$ cat src/rtl/vga_timing_pkg.sv
// rtl/vga_timing_pkg.sv - 640x480@60 timing defaults, total helper and line-region type
// Shared by vga_timing_core, vga_button_debounce and VGADrawer.
package vga_timing_pkg;

    localparam int DEF_CLK_DIV    = 2;
    localparam int DEF_H_ACTIVE   = 640;
    localparam int DEF_H_FP       = 16;
    localparam int DEF_H_SYNC     = 96;
    localparam int DEF_H_BP       = 48;
    localparam int DEF_V_ACTIVE   = 480;
    localparam int DEF_V_FP       = 10;
    localparam int DEF_V_SYNC     = 2;
    localparam int DEF_V_BP       = 33;
    localparam bit DEF_HS_POL     = 1'b0;
    localparam bit DEF_VS_POL     = 1'b0;
    localparam int DEF_NUM_BANKS  = 4;
    localparam int DEF_DEB_CYCLES = 500000;

    // Order of regions within a line (or frame): active, front porch, sync, back porch.
    typedef enum logic [1:0] {H_ACT, H_FP, H_SYN, H_BP} region_t;

    function automatic int calc_total(input int a, input int fp, input int s, input int bp);
        return a + fp + s + bp;
    endfunction

endpackage

$ cat src/rtl/vga_button_debounce.sv
// rtl/vga_button_debounce.sv - synchroniser and debouncer for an active-low push-button
// Ports:
//   Clk, Reset_n   system clock, asynchronous active-low reset
//   raw_n          raw button level (low = pressed), asynchronous to Clk
//   stable         debounced level (1 = released)
//   press_pulse    one Clk pulse when the debounced level falls 1->0
module vga_button_debounce
    import vga_timing_pkg::*;
#(
    parameter int DEB_CYCLES = DEF_DEB_CYCLES
)(
    input  logic Clk,
    input  logic Reset_n,
    input  logic raw_n,
    output logic stable,
    output logic press_pulse
);

    localparam int CNT_W = $clog2(DEB_CYCLES + 1);

    logic             sync1;
    logic             sync2;
    logic [CNT_W-1:0] cnt;

    // The counter only runs while the synchronised level differs from the accepted
    // level; any return to the accepted level restarts the qualification window.
    always_ff @(posedge Clk or negedge Reset_n) begin
        if (!Reset_n) begin
            sync1       <= 1'b1;
            sync2       <= 1'b1;
            stable      <= 1'b1;
            cnt         <= '0;
            press_pulse <= 1'b0;
        end else begin
            sync1       <= raw_n;
            sync2       <= sync1;
            press_pulse <= 1'b0;
            if (sync2 == stable) begin
                cnt <= '0;
            end else if (cnt == CNT_W'(DEB_CYCLES - 1)) begin
                stable      <= sync2;
                cnt         <= '0;
                press_pulse <= ~sync2;
            end else begin
                cnt <= cnt + CNT_W'(1);
            end
        end
    end

endmodule

$ cat src/rtl/vga_timing_core.sv
// rtl/vga_timing_core.sv - parametrised VGA raster timing generator with frame-buffer bank select
// Ports:
//   Clk, Reset_n         system clock, asynchronous active-low reset
//   Pulsador             active-low push-button, cycles banks when SelMode=0
//   FileSW[3:0]          direct bank number when SelMode=1 (clamped to NUM_BANKS-1)
//   SelMode              0 = button, 1 = FileSW
//   PixEn                one-Clk pixel enable; pixel outputs change only with it
//   VGA_Clk              DAC pixel clock, high for the first half of each pixel period
//   Hsync, Vsync         syncs with polarity HS_POL / VS_POL
//   VGA_blank            1 only inside the active area; VGA_sync tied 0
//   Columna, Fila        horizontal / vertical counters; Activo = inside active area
//   FrameStart           pulse on the PixEn where the counters become (0,0)
//   BankSel              bank the VRAM reader displays, updated only at FrameStart
module vga_timing_core
    import vga_timing_pkg::*;
#(
    parameter int CLK_DIV    = DEF_CLK_DIV,
    parameter int H_ACTIVE   = DEF_H_ACTIVE,
    parameter int H_FP       = DEF_H_FP,
    parameter int H_SYNC     = DEF_H_SYNC,
    parameter int H_BP       = DEF_H_BP,
    parameter int V_ACTIVE   = DEF_V_ACTIVE,
    parameter int V_FP       = DEF_V_FP,
    parameter int V_SYNC     = DEF_V_SYNC,
    parameter int V_BP       = DEF_V_BP,
    parameter bit HS_POL     = DEF_HS_POL,
    parameter bit VS_POL     = DEF_VS_POL,
    parameter int NUM_BANKS  = DEF_NUM_BANKS,
    parameter int DEB_CYCLES = DEF_DEB_CYCLES
)(
    input  logic                                                       Clk,
    input  logic                                                       Reset_n,
    input  logic                                                       Pulsador,
    input  logic [3:0]                                                 FileSW,
    input  logic                                                       SelMode,
    output logic                                                       PixEn,
    output logic                                                       VGA_Clk,
    output logic                                                       Hsync,
    output logic                                                       Vsync,
    output logic                                                       VGA_blank,
    output logic                                                       VGA_sync,
    output logic [$clog2(calc_total(H_ACTIVE, H_FP, H_SYNC, H_BP))-1:0] Columna,
    output logic [$clog2(calc_total(V_ACTIVE, V_FP, V_SYNC, V_BP))-1:0] Fila,
    output logic                                                       Activo,
    output logic                                                       FrameStart,
    output logic [$clog2(NUM_BANKS)-1:0]                               BankSel
);

    localparam int H_TOTAL = calc_total(H_ACTIVE, H_FP, H_SYNC, H_BP);
    localparam int V_TOTAL = calc_total(V_ACTIVE, V_FP, V_SYNC, V_BP);
    localparam int CW      = $clog2(H_TOTAL);
    localparam int RW      = $clog2(V_TOTAL);
    localparam int BW      = $clog2(NUM_BANKS);
    localparam int DW      = (CLK_DIV > 1) ? $clog2(CLK_DIV) : 1;

    logic [DW-1:0] div;
    logic [CW-1:0] col_nxt;
    logic [RW-1:0] row_nxt;
    logic          col_last;
    logic          row_last;
    logic          hs_nxt;
    logic          vs_nxt;
    logic          act_nxt;
    logic [BW-1:0] pending;
    logic [BW-1:0] pending_inc;
    logic [BW-1:0] sw_clamped;
    logic          btn_stable;
    logic          press_pulse;

    // With CLK_DIV=1 the divider never leaves 0, so PixEn and VGA_Clk stay high.
    assign PixEn    = (div == DW'(CLK_DIV - 1));
    assign VGA_Clk  = (div < DW'((CLK_DIV + 1) / 2));
    assign VGA_sync = 1'b0;

    assign col_last   = (Columna == CW'(H_TOTAL - 1));
    assign row_last   = (Fila == RW'(V_TOTAL - 1));
    assign FrameStart = PixEn & col_last & row_last;

    // Decode from the next counter value so the registered syncs/blank line up
    // with Columna/Fila in the same cycle.
    always_comb begin
        col_nxt = col_last ? '0 : Columna + CW'(1);
        row_nxt = Fila;
        if (col_last) begin
            row_nxt = row_last ? '0 : Fila + RW'(1);
        end
        hs_nxt  = (col_nxt >= CW'(H_ACTIVE + H_FP)) && (col_nxt < CW'(H_ACTIVE + H_FP + H_SYNC));
        vs_nxt  = (row_nxt >= RW'(V_ACTIVE + V_FP)) && (row_nxt < RW'(V_ACTIVE + V_FP + V_SYNC));
        act_nxt = (col_nxt < CW'(H_ACTIVE)) && (row_nxt < RW'(V_ACTIVE));
    end

    always_ff @(posedge Clk or negedge Reset_n) begin
        if (!Reset_n) begin
            div       <= '0;
            Columna   <= '0;
            Fila      <= '0;
            Hsync     <= ~HS_POL;
            Vsync     <= ~VS_POL;
            VGA_blank <= 1'b1;
            Activo    <= 1'b1;
        end else begin
            div <= PixEn ? '0 : div + DW'(1);
            if (PixEn) begin
                Columna   <= col_nxt;
                Fila      <= row_nxt;
                Hsync     <= hs_nxt ? HS_POL : ~HS_POL;
                Vsync     <= vs_nxt ? VS_POL : ~VS_POL;
                VGA_blank <= act_nxt;
                Activo    <= act_nxt;
            end
        end
    end

    vga_button_debounce #(
        .DEB_CYCLES (DEB_CYCLES)
    ) u_debounce (
        .Clk         (Clk),
        .Reset_n     (Reset_n),
        .raw_n       (Pulsador),
        .stable      (btn_stable),
        .press_pulse (press_pulse)
    );

    always_comb begin
        sw_clamped  = ({28'd0, FileSW} >= 32'(NUM_BANKS)) ? BW'(NUM_BANKS - 1) : BW'(FileSW);
        pending_inc = (pending == BW'(NUM_BANKS - 1)) ? '0 : pending + BW'(1);
    end

    // BankSel samples the pending value that existed before this edge, so a press
    // accepted in the FrameStart cycle only shows on the following frame.
    always_ff @(posedge Clk or negedge Reset_n) begin
        if (!Reset_n) begin
            pending <= '0;
            BankSel <= '0;
        end else begin
            if (SelMode) begin
                pending <= sw_clamped;
            end else if (press_pulse && !btn_stable) begin
                pending <= pending_inc;
            end
            if (FrameStart) begin
                BankSel <= pending;
            end
        end
    end

endmodule

$ cat config.mk
export PLATFORM = sky130hd
export DESIGN_NAME = vga_timing_core
export DESIGN_NICKNAME = d
export VERILOG_FILES = /design/src/rtl/vga_timing_pkg.sv /design/src/rtl/vga_button_debounce.sv /design/src/rtl/vga_timing_core.sv
export SDC_FILE = /design/constraint.sdc
export NUM_CORES = 1
export LEC_CHECK = 0
export ABC_AREA = 1
export CELL_PAD_IN_SITES_DETAIL_PLACEMENT = 0
export CELL_PAD_IN_SITES_GLOBAL_PLACEMENT = 1
export CORE_ASPECT_RATIO = 2
export CORE_MARGIN = 2
export CORE_UTILIZATION = 35
export CTS_CLUSTER_DIAMETER = 200
export DETAILED_ROUTE_END_ITERATION = 7
export DONT_BUFFER_PORTS = 1
export HOLD_SLACK_MARGIN = 0.08
export PLACE_DENSITY_LB_ADDON = 0.05
export SLEW_MARGIN = 20
export SYNTH_ARGS = -nofsm -noshare
export SYNTH_HDL_FRONTEND = slang
export SYNTH_HIERARCHICAL = 1
export SYNTH_SLANG_ARGS = --single-unit
$ cat constraint.sdc
create_clock -name Clk -period 1.51 [get_ports Clk]
set_input_delay 0.151 -clock Clk [delete_from_list [all_inputs] [get_ports Clk]]
set_output_delay 0.151 -clock Clk [all_outputs]
set_load 0.02 [all_outputs]
# Yosys cells after proc, flatten, opt, wreduce, memory -nomap -nowiden

Cells that the tools add are included.

Register bits: 51
Input bits: 8
Output and inout bits: 30
Word-level logic and storage cells: 56

Reductions and logical operators: 7
Add/sub/neg operators: 5
Eq/ne operators: 5
Magnitude comparators: 8
Bitwise gates (word level): 4
Muxes and demuxes: 14

Operator list:

| cell                                                                                 | count |
|---|---|
| 19-bit two-way mux                                                                   | 2 |
| 10-bit two-way mux                                                                   | 3 |
| 10-bit by 1-bit adder with 10-bit output, second input constant                      | 2 |
| 10-bit == test, second input constant                                                | 2 |
| 10-bit less-than comparator, second input constant                                   | 2 |
| 10-bit by 9-bit less-than comparator with 1-bit output, second input constant        | 2 |
| 19-bit by 1-bit adder with 19-bit output, second input constant                      | 1 |
| 19-bit == test, second input constant                                                | 1 |
| 10-bit greater-or-equal comparator, second input constant                            | 1 |
| 10-bit by 9-bit greater-or-equal comparator with 1-bit output, second input constant | 1 |
| 2-bit two-way mux                                                                    | 4 |
| 1-bit two-way mux                                                                    | 5 |
| 4-bit by 3-bit greater-or-equal comparator with 1-bit output, second input constant  | 1 |
| 1-bit logical AND                                                                    | 4 |
| 2-bit by 1-bit adder with 2-bit output, second input constant                        | 1 |
| 1-bit AND                                                                            | 2 |
| 2-bit == test, second input constant                                                 | 1 |
| 1-bit inverter                                                                       | 2 |
| 2-bit AND reduction                                                                  | 1 |
| 2-bit nonzero test                                                                   | 1 |
| 1-bit adder, second input constant                                                   | 1 |
| 1-bit == test                                                                        | 1 |
| 1-bit logical NOT                                                                    | 1 |
| 1-bit less-than comparator, second input constant                                    | 1 |

# Depth between registers and ports, before layout

Depth after elaboration: 6
Mapped depth: 12

# Cells and area by module

Netlist, hierarchy kept.

By module, submodules not included:

| module              | times used | cells each | area an instance (um^2) |
|---|---|---|---|
| vga_timing_core     | 1          | 263        | 1846.8 |
| vga_button_debounce | 1          | 150        | 1221.2 |

# Worst setup path before layout

No wires, ideal clock.

Path type: register to register
Start: reg Columna[0]
End: reg BankSel[0]
Slack: -322 ps
Clock period less this slack: 1832 ps
Data required time: 1389 ps
Data arrival time: 1711 ps
Setup time: 121 ps
Path buffers: 0
Cell stages (with the launch flop): 10
Cells stage by stage: dfrtp_1 ha_1 nand2_2 nor2_4 nand2_4 or2_4 nor2_4 inv_2 nand2_1 o21ai_1

Longest elaborated chain between the ends: 3

Ends and longest elaborated chain:

| item                    | RTL line               | source |
|---|---|---|
| start, declared         | vga_timing_core.sv:42  | `output logic [$clog2(calc_total(H_ACTIVE, H_FP, H_SYNC, H_BP))-1:0] Columna,` |
| start signal, assigned  | vga_timing_core.sv:104 | `Columna <= col_nxt;` |
| 10-bit == test          | vga_timing_core.sv:75  | `assign col_last = (Columna == CW'(H_TOTAL - 1));` |
| 1-bit AND (2 in series) | vga_timing_core.sv:77  | `assign FrameStart = PixEn & col_last & row_last;` |
| net FrameStart          | vga_timing_core.sv:45  | `output logic FrameStart,` |
| end signal, assigned    | vga_timing_core.sv:142 | `BankSel <= pending;` |
| end, declared           | vga_timing_core.sv:46  | `output logic [$clog2(NUM_BANKS)-1:0] BankSel` |

The timed path passes the listed nets, and every way through them passes these cells.
A chain may end at the register's enable or synchronous reset.

# Worst setup path after layout

Start: reg Fila[2]
End: out FrameStart

Longest elaborated chain between the ends: 2

Ends and longest elaborated chain:

| item                   | RTL line               | source |
|---|---|---|
| start, declared        | vga_timing_core.sv:43  | `output logic [$clog2(calc_total(V_ACTIVE, V_FP, V_SYNC, V_BP))-1:0] Fila,` |
| start signal, assigned | vga_timing_core.sv:105 | `Fila <= row_nxt;` |
| 10-bit == test         | vga_timing_core.sv:76  | `assign row_last = (Fila == RW'(V_TOTAL - 1));` |
| 1-bit AND              | vga_timing_core.sv:77  |  |
| end, declared          | vga_timing_core.sv:45  |  |

No other way between the ends.

==> metrics.md <==
| Metric | Value |
|---|---|
| Status | finished, violations left |
| Failing checks | negative setup slack |
| Congestion Overflow GR | 0 |
| Max VDD drop | around 0.44 mV |
| Mapped Area | 3070 um2 |
| First-pass GRT wire length | 14800 um |
| Post-synth cell types | 36 |
| DRT iter0 DRCs | 84 |
| Core area | approximately 8600 um2 |
| Fmax | ~0.55 GHz |
| Leakage | roughly 2.1 nW |
| CTS tree | built |
| Clock latency on the worst-skew pair | around 0.29 ns |
| Vias per cell | 4.85 |
| Final wirelength | ~9400 um |
| Yosys top cell by area | dfrtp_1 |
| Crit-path max FO | 5 |
| Most frequent cell after synthesis | nand2_1 |
| Synth area leaders | dfrtp_1, nand2_1, nor2_1 |
| Area of the multi-input gates | roughly 1800 um2 |
| Final WS setup | -0.301 ns |
| Final total power | 2.79 mW |
| Drt first pass iters | 4 |
| Post-DP HPWL | between 7000 and 8000 um |
| DP Worst Slack | -0.150 ns |
| Num CTS Buffers | 5 |
| Starting density of the core | a little over a third |
| Top cell type's share of synthesized area | 36.7% |
| Worst hold path type | input port to register |
| CP delay by family, top | simple AND/OR/NAND/NOR gates |
| Die Width | between 70 and 80 um |
| Io pins | 38 |
| RSZ-0062 raised after global routing | true |
| Number of flops mapped to enable cells by yosys | 0 |
| Critical-path top delay cell | dfrtp_1 |
| Final core utilization | 49.9% |
| CP Cell Sequence | nand2_1 -> inv_1 -> nand3_1 -> or2_4 -> nor2_4 -> buf_6 |
| Row count | 48 |
| Sequential cell area | between 1000 and 1500 um2 |
| Layout Cells excl Fill | 590 |
| Vias | between 2000 and 3000 |
| Flops & latches, synth | between 50 and 60 |
| Sw frac | about a fifth |
| Mean Syn Cell Area | 7.43 um2 |
| Largest net degree at the start of global routing | 52 |
| Fin crit period | approximately 1.8 ns |
| Final hold violations | 0 |
| Asr flop ratio synth | 100% |
| Clock-pin slew on the worst setup and hold paths | 0.07 ns |
| Top_reg_cell synth | dfrtp_1 |
| Layout cells sized above 1 | 36.1% |
| Max H-tree Level | 2 |
| Initial antenna violation count | 0 |
| Layout fillers | approximately 900 |
| Internal power | roughly 2.2 mW |
| Die Height | ~140 um |
| Gr usage total | approximately a fifth |
| CTS max path bufs | 2 |
| Worst path required time | approximately 1.4 ns |
| Buffers and inverters on the worst path | 2 |
| Yosys Warn Count | 6 |
| Number of instances in the placed design | 564 |
| Critical path startpoint category | register |
| # diodes | 0 |
| Net Switching | around 590 uW |
| Clock Root Buffer | clkbuf_16 |
| Synth Instances | ~410 |
| Period utilization | 120% |
| Logic pwr share | under 10% |
| Placer Congestion | between 0.8 and 0.9 |
| Placed cell area | between 3000 and 4000 um2 |
| Critical Path Max Stage Delay | 0.51 ns |
| DRC errors left | 0 |
| Clk pwr share | roughly 46% |
| Pwr Density | 651 nW/um2 |
| Final Max Tran Viols | 0 |
| Die area | ~9600 um2 |
| Sequential share of the synthesized area | 41.8% |
| WP data arrival | 1.66 ns |
| Vias in the first global route | a little under 3000 |
| Drt wl/cell | approximately 16 um |
| Seq pwr share | 50.0% |
| Sum Neg Setup Slack | -1.77 ns |
| R2R setup slack | -0.27 ns |
| Final-report setup violation count | 11 |
| Worst Setup Path Type | register to primary output |
| Final hold slack | 0.0791 ns |
| Nature of the critical path endpoint | primary output |
| Remaining antenna violation count | 0 |
| Syn nets | between 400 and 500 |
| Area Overhead vs Synth | 39.6% |
| Post-synth top cells | nand2_1, nor2_1, inv_1 |
| Post-route design area | about 4300 um2 |
| CTS sink cnt | 51 |
| Number of buffers added on ports | 0 |
| Max-cap viol count | 0 |
| Fin nets | approximately 500 |
| Clk_skew | around 0.0027 ns |
==> repair_timing <==
action                                  CTS  global route
gates cloned                              0             1
resized for setup                        26            49
hold buffers                              6             0
setup buffers                            11             5
pin swaps                                19            17
hold endpoints to repair                 54             0
endpoints found under the setup margin    9            29
==> final timing paths <==
check                               endpoint             start  depth (start not counted)
setup / recovery                  FrameStart           Fila[2]                          6
hold / removal                    pending[0]         FileSW[0]                          2
setup reg to reg                       Vsync           Fila[2]                         10
hold reg to reg             u_debounce/sync2  u_debounce/sync1                          0
max in group asynchronous   u_debounce/sync2           Reset_n                          2
min in group asynchronous  u_debounce/cnt[5]           Reset_n                          2
==> worst reg2reg max path, cell delays in order, from the launching register on <==
cell and delay (ns):
dfrtp_1 0.51, nand2_1 0.11, inv_1 0.10, nand3_1 0.10, or2_4 0.30, buf_4 0.14, buf_6 0.12, nand3_4 0.10
nand2_2 0.05, nor2_2 0.12, a21oi_2 0.06
==> routing by layer <==
metal	share of wire, %	track usage, %
met5	0	0
met4	3.4	8.55
met3	2.9	3.71
met2	61	42.6
met1	33	18.2
==> flip-flops by register name, indices dropped and copies added (netlist names) <==
name	count
u_debounce/sync1	1
u_debounce/sync2	1
Fila	10
Columna	10
u_debounce/cnt	19
u_debounce/press_pulse	1
PixEn	1
BankSel	2
Activo	1
Hsync	1
u_debounce/stable	1
Vsync	1
pending	2
==> cell usage in the layout, fill, tap and decap left out, drive strengths merged <==
cell,instances
o21a,2
nand3,37
bufinv,1
a21oi,10
ha,6
o21bai,2
xor2,10
clkbuf,7
xnor2,2
nor2,70
dfrtp,45
nor3b,2
dlygate4sd3,5
inv,57
buf,71
nor3,6
o22ai,2
nor4,1
nand2,115
or2,1
o221ai,1
nand4,8
o21ai,22
conb,1
dfstp,6
==> cell families (layout without fill, tap and decap cells) <==
family / count (synthesis) / count (layout) / share of synthesized area (%)
compound gates: 39 / 39 / 7.01
xor+xnor: 12 / 12 / 3.67
fa+ha+maj: 6 / 6 / 2.45
buf+inv: 64 / 141 / 8.36
flops: 51 / 51 / 41.8
other cells: 1 / 1 / 0.122
simple gates: 240 / 240 / 36.5
==> layout make-up <==
type / count / share of cell area (%)
flip-flops and latches: 51 / 30.1
repair buffers: 77 / 15.8
clock inverters: 1 / 0.701
clock buffers: 6 / 3.01
multi-input cells: 298 / 42.5
inverters: 57 / 5.00
well taps: 100 / 2.92
==> power by group through the flow <==
stage / clock network (mW) / logic, mW / registers (mW)
3_5_place_dp: 0 / 0.0580 / 1.42
6_report: 1.29 / 0.106 / 1.39
5_1_grt: 1.36 / 0.120 / 1.40
2_1_floorplan: 0 / 0.0425 / 1.42
4_1_cts: 1.34 / 0.108 / 1.39
3_3_place_gp: 0 / 0.0567 / 1.42
No activity file was read; power rests on OpenSTA's default activity.
